## src/rtl/controle_portao_param.sv

```systemverilog
// Gate/door controller: synchronised inputs, debounced button,
// travel timeout, auto-close, obstacle reversal, stop/resume, sticky fault.
module controle_portao_param #(
   parameter int DEBOUNCE_CYC = 4,
   parameter int MOVE_TIMEOUT = 1000,
   parameter int AUTO_CLOSE   = 500,
   parameter int CNT_W        = 16
) (
   input  logic       clock,
   input  logic       reset_n,
   input  logic       botao,
   input  logic       fim_aberto,
   input  logic       fim_fechado,
   input  logic       obstaculo,
   output logic       motor_liga,
   output logic       motor_sentido,
   output logic       ledVerde,
   output logic       ledVermelho,
   output logic [6:0] display,
   output logic [2:0] estado_out,
   output logic       falha
);

   typedef enum logic [2:0] {
      FECHADO  = 3'd0,
      ABRINDO  = 3'd1,
      ABERTO   = 3'd2,
      FECHANDO = 3'd3,
      PARADO   = 3'd4,
      FALHA    = 3'd5
   } estado_t;

   localparam int DB_W = (DEBOUNCE_CYC < 2) ? 1 : $clog2(DEBOUNCE_CYC);
   localparam logic [DB_W-1:0]  DB_LAST  = DB_W'(DEBOUNCE_CYC - 1);
   localparam logic [CNT_W-1:0] TMO_LAST = CNT_W'(MOVE_TIMEOUT - 1);
   localparam logic [CNT_W-1:0] AC_LAST  = CNT_W'(AUTO_CLOSE - 1);
   localparam bit               AC_EN    = (AUTO_CLOSE != 0);

   estado_t          estado, nxt;
   logic             dir, dir_nxt;
   logic [CNT_W-1:0] timer;
   logic [3:0]       sync1, sync2;
   logic [DB_W-1:0]  db_cnt;
   logic             btn_db, btn_db_q;
   logic             s_btn, s_fa, s_ff, s_obs;
   logic             cmd, contando;

   assign {s_btn, s_fa, s_ff, s_obs} = sync2;
   assign cmd = btn_db & ~btn_db_q;
   assign contando = (estado == ABRINDO) || (estado == FECHANDO) ||
                     (estado == ABERTO);

   always_ff @(posedge clock or negedge reset_n) begin
      if (!reset_n) begin
         sync1    <= '0;
         sync2    <= '0;
         db_cnt   <= '0;
         btn_db   <= 1'b0;
         btn_db_q <= 1'b0;
      end else begin
         sync1    <= {botao, fim_aberto, fim_fechado, obstaculo};
         sync2    <= sync1;
         btn_db_q <= btn_db;
         // level flips only after DEBOUNCE_CYC consecutive differing samples
         if (s_btn == btn_db) begin
            db_cnt <= '0;
         end else if (db_cnt == DB_LAST) begin
            db_cnt <= '0;
            btn_db <= s_btn;
         end else begin
            db_cnt <= db_cnt + 1'b1;
         end
      end
   end

   always_ff @(posedge clock or negedge reset_n) begin
      if (!reset_n) begin
         estado <= FECHADO;
         dir    <= 1'b0;
         timer  <= '0;
      end else begin
         estado <= nxt;
         dir    <= dir_nxt;
         if (nxt != estado)
            timer <= '0;
         else if (estado == ABERTO && s_obs)
            timer <= '0;
         else if (contando && timer != '1)
            timer <= timer + 1'b1;
      end
   end

   always_comb begin
      nxt     = estado;
      dir_nxt = dir;
      if (estado != FALHA && s_fa && s_ff) begin
         nxt = FALHA;
      end else begin
         unique case (estado)
            FECHADO: if (cmd) nxt = ABRINDO;
            ABRINDO: begin
               if (timer == TMO_LAST) nxt = FALHA;
               else if (s_fa)         nxt = ABERTO;
               else if (cmd) begin
                  nxt     = PARADO;
                  dir_nxt = 1'b1;
               end
            end
            ABERTO: begin
               if (!s_obs && (cmd || (AC_EN && timer == AC_LAST)))
                  nxt = FECHANDO;
            end
            FECHANDO: begin
               if (timer == TMO_LAST) nxt = FALHA;
               else if (s_ff)         nxt = FECHADO;
               else if (s_obs)        nxt = ABRINDO;
               else if (cmd) begin
                  nxt     = PARADO;
                  dir_nxt = 1'b0;
               end
            end
            PARADO:  if (cmd) nxt = dir ? FECHANDO : ABRINDO;
            FALHA:   nxt = FALHA;
            default: nxt = FALHA;
         endcase
      end
   end

   always_comb begin
      motor_liga    = 1'b0;
      motor_sentido = 1'b0;
      ledVerde      = 1'b0;
      ledVermelho   = 1'b0;
      falha         = 1'b0;
      display       = 7'b0000110;
      unique case (estado)
         FECHADO: display = 7'b0001110;
         ABRINDO: begin
            display       = 7'b1000000;
            motor_liga    = 1'b1;
            motor_sentido = 1'b1;
            ledVerde      = 1'b1;
         end
         ABERTO:  display = 7'b0001000;
         FECHANDO: begin
            display     = 7'b1000000;
            motor_liga  = 1'b1;
            ledVermelho = 1'b1;
         end
         PARADO:  display = 7'b0001100;
         FALHA: begin
            ledVermelho = 1'b1;
            falha       = 1'b1;
         end
         default: begin
            ledVermelho = 1'b1;
            falha       = 1'b1;
         end
      endcase
   end

   assign estado_out = estado;

endmodule

```

## config.mk

```make
export PLATFORM = sky130hd
export DESIGN_NAME = controle_portao_param
export DESIGN_NICKNAME = d
export VERILOG_FILES = /design/src/rtl/controle_portao_param.sv
export SDC_FILE = /design/constraint.sdc
export NUM_CORES = 1
export LEC_CHECK = 0
export ABC_AREA = 1
export CAP_MARGIN = 25
export CORE_ASPECT_RATIO = 0.8
export CORE_MARGIN = 2
export CORE_UTILIZATION = 25
export DETAILED_ROUTE_END_ITERATION = 10
export PLACE_DENSITY_LB_ADDON = 0.2
export SETUP_SLACK_MARGIN = 0.5
export SYNTH_ARGS = -nofsm -noshare
export SYNTH_HDL_FRONTEND = slang
export SYNTH_SLANG_ARGS = --single-unit
```

## constraint.sdc

```tcl
create_clock -name clock -period 4.7 [get_ports clock]
set_clock_uncertainty 0.05 [all_clocks]
set_input_delay 0.47 -clock clock [delete_from_list [all_inputs] [get_ports clock]]
set_output_delay 0.47 -clock clock [all_outputs]
set_load 0.01 [all_outputs]
```

## Word-level counts from Yosys, hierarchy flattened

Cells that the tools add are included.

| storage, ports and cells | value |
|---|---|
| register bits after elaboration | 32 |
| input port bits | 6 |

| operators by class | value |
|---|---|
| add/sub/neg operators | 2 |
| eq/ne operators | 18 |
| mux-type cells | 30 |
| bitwise logic cells | 4 |
| reduce and logical (&&, ||, !) cells | 17 |

Operators by type and width:

| operator | count |
|---|---|
| $mux 16 | 3 |
| $mux 3 | 10 |
| $pmux 7 s4 | 1 |
| $add 16x1->16 const B | 1 |
| $eq 16x10->1 const B | 1 |
| $eq 16x9->1 const B | 1 |
| $ne 16x16->1 const B | 1 |
| $pmux 3 s5 | 1 |
| $ne 2x2->1 const B | 7 |
| $mux 1 | 11 |
| $reduce_and 9->1 | 1 |
| $eq 3x2->1 const B | 2 |
| $mux 2 | 3 |
| $logic_and 1x1->1 | 5 |
| $reduce_or 5->1 | 1 |
| $reduce_or 4->1 | 1 |
| $eq 3x1->1 const B | 1 |
| $eq 3x3->1 const B | 1 |
| $logic_not 3->1 | 1 |
| $logic_or 1x1->1 | 3 |
| $ne 3x3->1 | 1 |
| $ne 3x3->1 const B | 1 |
| $not 1->1 | 3 |
| $reduce_bool 3->1 | 1 |
| 9 further kinds | 9 |

## Logic depth before layout (Yosys ltp)

Gate-level depths: netlist (run 1).

| logic depth | value |
|---|---|
| depth in word-level cells | 10 |
| mapped depth | 14 |
| mapped depth without buffers | 13 |

## Least setup slack after synthesis (run 1)

OpenSTA, ideal clock, no wires.

| path | value |
|---|---|
| path type | reg-to-reg |
| from | reg estado[1], in the netlist estado_out[1] |
| to | reg timer[0] |
| data arrival time | 1.614 ns |
| required time | 4.582 ns |
| path slack | 2.969 ns |
| stages on the path, launching flop included | 13 |
| path buffers | 1 |
| clock period less this slack | 1.731 ns |
| path through | dfrtp_1 > inv_2 > nand2_2 > nor2_2 > nand3_1 > nand3_2 > nor2_2 > nand2_1 > nand2_1 > nand2_2 > nand3_4 > buf_12 > nor2_4 |

| between the ends | value |
|---|---|
| elaborated cells between the ends (all ways) | 27 |

RTL lines:

| item | line | source |
|---|---|---|
| start: declaration | 39 | `estado_t estado, nxt;` |
| start signal: assignment | 82 | `estado <= nxt;` |
| branches (longest 3 deep; another with $pmux 3 s5) | -- |  |
| $mux 3 (*) | 96 | `if (estado != FALHA && s_fa && s_ff) begin` |
| via nxt[0] | 39 |  |
| $ne 3x3->1 (*) | 84 | `if (nxt != estado)` |
| $reduce_bool 3->1 (no line) or $mux 16 (tied branches) | -- |  |
| end signal: assignment | 89 | `timer <= timer + 1'b1;` |
| end: declaration | 41 | `logic [CNT_W-1:0] timer;` |

Mark *: on every way through the listed nets, which the timed path passes.
A chain may end at the register's enable or synchronous reset.

## Final worst setup path (run 1)

| path | value |
|---|---|
| from | reg estado[2], in the netlist estado_out[2] |
| to | out display[1] |

| between the ends | value |
|---|---|
| longest elaborated chain between the ends | 3 |
| elaborated cells between the ends (all ways) | 7 |

Ends and longest elaborated chain:

| item | line | source |
|---|---|---|
| $eq 3x1->1 or $eq 3x2->1 (tied branches) | 136 | `unique case (estado)` |
| $reduce_or 2->1 (no line) | -- |  |
| $pmux 7 s4 (*) | 136 |  |
| end: declaration | 19 | `output logic [6:0] display,` |

Every way passes the cells marked *; elsewhere a longest branch is shown, timed or not.

==> summary.md, run 1 <==
| Metric | Value |
|---|---|
| Clock root buffer | clkbuf_8 |
| Diode count | 0 |
| Crit-path max FO | 11 |
| Post-synth EDFFs | 0 |
| Chip Width | 103 um |
| Post-Synth Adder-Cell Area | 1.29% |
| Multi-input logic area | 978 um^2 |
| Vias per cell | 4.08 |
| Final hold violations | 0 |
| Crit Path Class | flop to output port |
| DIE HEIGHT | 82.9 um |
| Grt ovf | 0 |
| Vias | 1485 |
| Clk_lat worst skew | 0.29 ns |
| CTS Hold Bufs | 0 |
| Sequential fraction of the synthesis area | 41.1% |
| Clk pin slew, worst setup/hold paths | 0.07 ns |
| Layout cells sized above 1 | 20.8% |
| Vias in the first global route | 1380 |
| Comb pwr share | 44.2% |
| Reg area | 801 um^2 |
| RSZ-0062 raised after global routing | false |
| Row cnt | 28 |
| Largest family of logic cells by synthesized area | simple AND/OR/NAND/NOR gates |
| Clock sink count | 32 |
| Max-Cap Viols | 0 |
| Die ar. | 8510 um^2 |
| Worst-case clock buffer depth | 2 |
| Most frequent cells after synthesis | nand2_1 (57), dfrtp_1 (32), nor2_1 (31), inv_1 (18), nand3_1 (12) |
| Mux cell area share after synthesis | 0.578% |
| Area leader, netlist | dfrtp_1 |
| Fin area | 2320 um^2 |
| Pleak | 1.01 nW |
| Initial Util | 26.1% |
| Worst vdd ir | 0.000212 V |
| Compound-Gate Fraction of Synth Area | 5.08% |
| GRT Total Usage | 10.8% |
| Num CTS Buffers | 5 |
| Distinct cells, synth | 35 |
| XOR/XNOR Fraction of Synth Area | 5.85% |
| Arrival time worst endpoint | 1.93 ns |
| Largest net degree at the start of global routing | 33 |
| Post-CTS setup buffers | 0 |
| Outcome | completed |
| Switch share | 41.5% |
| Final setup TNS | 0 ns |
| # DRC | 0 |
| Initial antenna violation count | 0 |
| Clk network pwr share | 24.7% |
| Worst Path Required | 4.18 ns |
| Cts repair resizes | 0 |
| Wire per inst | 11.1 um |
| First-pass GRT wire length | 7020 um |
| Worst Hold Class | flop to flop |
| Reg power frac | 31.1% |
| Pwr dens | 505 nW/um^2 |
| Count leader, synth | nand2_1 |
| Mapped cell area | 1950 um^2 |
| Worst hold margin | 0.303 ns |
| Initial DRT Pass Iterations | 4 |
| Post-synth ARST share | 100% |
| Core ar. | 7460 um^2 |
| Commonest register cell after synthesis | dfrtp_1 |
| Fin. max-slew vios | 0 |
| Placed wire-length estimate | 3020 um |
| Synth Register Bits | 32 |
| Area contributors post-synth | dfrtp_1 (41%), nand2_1 (11%), nor2_1 (6.0%), nor2_4 (5.8%), xor2_1 (4.0%) |
| Mapped Cells | 238 |
| Achievable Freq | 407 MHz |
| Final Setup Violations | 0 |
| Input/output buffers | 17 |
| Min Tclk post-route | 2.45 ns |
| CTS tree | yes |
| Nets | 266 |
| Worst Setup End Kind | output port |
| Htree depth | 2 |
| Mapped Avg Cell Area | 8.18 um^2 |
| Fill count | 779 |
| Num ports | 21 |
| Syn. warnings | 0 |
| Synth Area in Simple Gates | 36.9% |
| Area added between synthesis and finish | 19.2% |
| Final period util | 52.2% |
| Worst setup SP type | flop |
| Final wirelength | 4030 um |
| Top cell type's share of synthesized area | 41.1% |
| Placed instance area | 2190 um^2 |
| Pint | 0.685 mW |
| Util after Layout | 31.1% |
| GPL Wtd Cong | 0.783 |
| Detail Route Antenna Nets | 0 |
| P_sw | 0.487 mW |
| DR iter-0 viols | 83 |
[metal layers]
layer,GRT usage [%],vias up,part of all wire [%]
met5,0,-,0
met4,4.73,0,2.0
met3,2.86,8,4.9
met2,14.4,31,42
met1,16.0,673,51
li1,-,773,-
[power by group through the flow]
stage,sequential (mW),combinational (mW),clock (mW)
finish,0.364,0.518,0.290
CTS,0.365,0.533,0.303
detailed placement,0.370,0.533,0
global placement,0.369,0.539,0
floorplan,0.345,0.439,0
global route,0.371,0.579,0.316
[critical path: stages, from the launching register on]
cell             delay, ns
dfrtp_1               0.62
inv_4                 0.10
nand2_1               0.11
inv_2                 0.06
nor3_1                0.20
clkdlybuf4s50_1       0.56
[through the flow]
step,setup WS (ns),power (mW),std cells
floorplan,2.97,0.784,240
global placement,2.56,0.908,356
detailed placement,2.55,0.903,356
CTS,2.22,1.20,364
global route,2.03,1.27,364
finish,2.25,1.17,364
[final timing paths]
check / startpoint / to / slack, ns / cells past startpoint
max: estado_out[2] / display[1] / 2.25 / 5
min: sync1[2] / sync2[2] / 0.30 / 0
max reg2reg: estado_out[0] / timer[8] / 2.59 / 10
min reg2reg: sync1[2] / sync2[2] / 0.30 / 0
max in group asynchronous: reset_n / timer[4] / 3.76 / 2
min in group asynchronous: reset_n / timer[15] / 0.52 / 2
[area by class of cell]
class	instances	share of cell area (%)
repair buffers	18	7.65
well taps	105	5.66
multi-input cells	174	42.2
flip-flops and latches	32	34.5
clock inverters	1	1.29
inverters	27	4.58
clock buffers	7	4.15
[registers in the layout, indices dropped and copies added, names as in the netlist]
name,cells
sync2,4
estado_out,3
db_cnt,2
timer,16
sync1,4
btn_db,1
dir,1
btn_db_q,1
[layout by cell type (no fill, tap or decap), types with 2 or more instances in the layout]
master	count
a21oi_1	3
clkbuf_8	7
clkdlybuf4s50_1	17
conb_1	3
dfrtp_1	32
ha_1	2
inv_1	18
inv_2	7
inv_4	2
nand2_1	57
nand2_2	8
nand2_4	2
nand3_1	12
nand3_2	2
nand4_1	2
nor2_1	31
nor2_2	8
nor2_4	10
nor3_1	4
o211ai_1	2
o21ai_0	4
xnor2_1	4
xor2_1	9
[cell families (layout without fill, tap and decap cells)]
group,count (synthesis),in the layout
and+or+nand+nor,140,140
buffers and inverters,34,53
DFF,32,32
AOI/OAI and AO/OA,15,15
xor gates and xnor gates,13,13
adders and majority gates,2,2
other,1,3
muxes,1,1
Power figures use the tool's default switching activity.
==> run 2: changes to the inputs <==
- clock period: 4.7 -> 2.2 ns (I/O delays scaled with it)
==> summary.md, run 2 (synthesis gave the netlist of run 1 again) <==
| Metric | Value |
|---|---|
| Clk network pwr share | 15.8% (-8.9 points) |
| Comb pwr share | 58.6% (+14 points) |
| Top flop regs | timer (16), sync1 (4), sync2 (4) |
| Worst hold margin | 0.284 ns (-0.0190 ns) |
| Fill count | 786 (+0.90%) |
| Util after Layout | 35.9% (+4.8 points) |
| Reg power frac | 25.5% (-5.6 points) |
| Multi-input logic area | 1130 um^2 (+15%) |
| Htree depth | 2 (unchanged) |
| Pwr dens | 1100 nW/um^2 (+120%) |
| CP max stage delay | 0.44 ns (-0.18 ns) |
| Achievable Freq | 547 MHz |
| Worst Hold Class | input port to async pin |
| Vias in the first global route | 1533 (+11%) |
| Chip Width | 103 um (unchanged) |
| Crit-path max FO | 8 (-3) |
| CTS Hold Bufs | 0 (unchanged) |
| Final wirelength | 4620 um (+15%) |
| Worst vdd ir | 0.000444 V (+110%) |
| Initial DRT Pass Iterations | 5 (+1) |
| R2R Path Start | timer[10] |
| Worst setup SP type | flop |
| Crit Path Class | flop to flop |
| CTS tree | yes |
| # DRC | 0 (unchanged) |
| Clock sink count | 32 (unchanged) |
| Most frequent cells in the layout | nand2_1 (49), dfrtp_1 (29), nor2_1 (20) |
| Final period util | 83.1% |
| Clk pin slew, worst setup/hold paths | 0.07 ns (about the same) |
| Cells after DPL | 358 (+0.56%) |
| Crit-path cells | nor2_2 -> nand2_2 -> nor2_4 -> nand3_2 -> inv_2 -> nor2_2 -> nand2_1 -> nand2_1 -> nand2_2 -> nand3_4 -> buf_16 -> nor2_4 |
| Outcome | completed |
| Worst Setup End Kind | flop |
| Row cnt | 28 (unchanged) |
| Input/output buffers | 17 (unchanged) |
| Worst-case clock buffer depth | 2 (unchanged) |
| Clock root buffer | clkbuf_8 |
| CP max stage cell | dfrtp_1 |
| Final std cells w/o fill | 390 (+7.1%) |
| R2R cell count | 12 (+2) |
| Largest net degree at the start of global routing | 33 (unchanged) |
| Pleak | 1.17 nW (+15%) |
| Initial antenna violation count | 0 (unchanged) |
| Max reg flops | 16 (unchanged) |
| Num CTS Buffers | 5 (unchanged) |
| Pint | 1.68 mW (+150%) |
| Layout cells sized above 1 | 40.7% (+20 points) |
| Commonest non-fill, non-tap cell in the layout | nand2_1 |
| Final hold violations | 0 (unchanged) |
| RSZ-0062 raised after global routing | true |
| P_sw | 1.25 mW (+160%) |
| Nets | 292 (+9.8%) |
| Crit path to | timer[15] |
| Switch share | 42.6% (+1.0 points) |
| Final Setup Violations | 0 (unchanged) |
| Reg area | 805 um^2 (+0.47%) |
| Placed wire-length estimate | 3060 um (+1.5%) |
| Clk_lat worst skew | 0.28 ns (about the same) |
| Min Tclk post-route | 1.83 ns |
| Grt ovf | 0 (unchanged) |
| Core ar. | 7460 um^2 (unchanged) |
| Fin. max-slew vios | 0 (unchanged) |
| Wire per inst | 11.9 um (+7.2%) |
| GRT Total Usage | 11.4% (+0.58 points) |
| Diode count | 0 (unchanged) |
| First-pass GRT wire length | 7510 um (+7.0%) |
| Die ar. | 8510 um^2 (unchanged) |
| Slack of the worst reg-to-reg path | 0.37 ns (-2.22 ns) |
| Top reg by flops | timer |
| Worst Path Required | 2.37 ns (-1.81 ns) |
| Reg-to-reg endpoint | timer[15] |
| Area added between synthesis and finish | 37.5% |
| Num ports | 21 (unchanged) |
| Total power | 2.93 mW (+150%) |
| Arrival time worst endpoint | 1.99 ns (+0.06 ns) |
| Vias | 1614 (+8.7%) |
| Final setup TNS | 0 ns (unchanged) |
| Max-Cap Viols | 0 (unchanged) |
| DR iter-0 viols | 69 (-17%) |
| GPL Wtd Cong | 0.838 (+7.1%) |
| Initial Util | 26.1% (unchanged) |
| DIE HEIGHT | 82.9 um (unchanged) |
| Vias per cell | 4.14 (+1.4%) |
| Detail Route Antenna Nets | 0 (unchanged) |
| Worst setup startpoint | timer[10] |
[run 2: changes by cell type in the layout (fill, tap and decap cells not counted), sizes merged]
cell,before,now
dlygate4sd2,0,8
clkdlybuf4s50,17,6
bufinv,1,0
buf,1,30
clkbuf,7,8
[run 2: through the flow]
step	instance area, um^2	setup slack, ns
2_1_floorplan	1960	0.501
3_3_place_gp	2230	0.227
3_5_place_dp	2230	0.210
4_1_cts	2510	0.363
5_1_grt	2680	0.257
6_report	2680	0.373
[run 2: layout make-up]
cell class                      count  share of cell area [%]
Inverter                           27                    4.07
Clock buffer                        8                    3.36
Multi-Input combinational cell    174                    42.1
Tap cell                          105                    4.91
Timing Repair Buffer               44                    15.5
Sequential cell                    32                    30.0
[run 2: routing by layer]
metal  share of wire (%)  global-route usage (%)  up-vias
met5                   0                       0        -
met4                 1.6                    4.36        0
met3                 3.7                    2.61        7
met2                  46                    16.2       29
met1                  48                    16.4      757
li1                    -                       -      821
[run 2: how the worst min path moves through the flow]
stage	from	endpoint	slack, ns	depth (start not counted)
after CTS	reset_n	timer[1]	0.30	2
after detailed placement	sync1[0]	sync2[0]	0.28	0
after global routing	sync1[2]	sync2[2]	0.30	0
final	reset_n	timer[1]	0.28	2
after global placement	sync1[1]	sync2[1]	0.28	0
after floorplan	reset_n	btn_db	-0.13	0
[run 2: power by group through the flow]
stage	sequential, mW	clock, mW	combinational [mW]
4_1_cts	0.747	0.482	1.56
2_1_floorplan	0.738	0	0.947
3_3_place_gp	0.785	0	1.26
5_1_grt	0.758	0.506	1.88
3_5_place_dp	0.790	0	1.27
6_report	0.749	0.464	1.72
[run 2: timing repair]
item / in CTS / in global routing
pin swaps: 1 / 11
gates resized for setup: 31 / 40
endpoints found under the setup margin: 27 / 19
setup buffers: 18 / 5
gates cloned: 1 / 0
[run 2: critical path: cells and delay by family, from the launching register on]
kind / cells / cell delay (ns)
simple gates: 10 / 1.01
flops: 1 / 0.44
buf+inv: 2 / 0.25
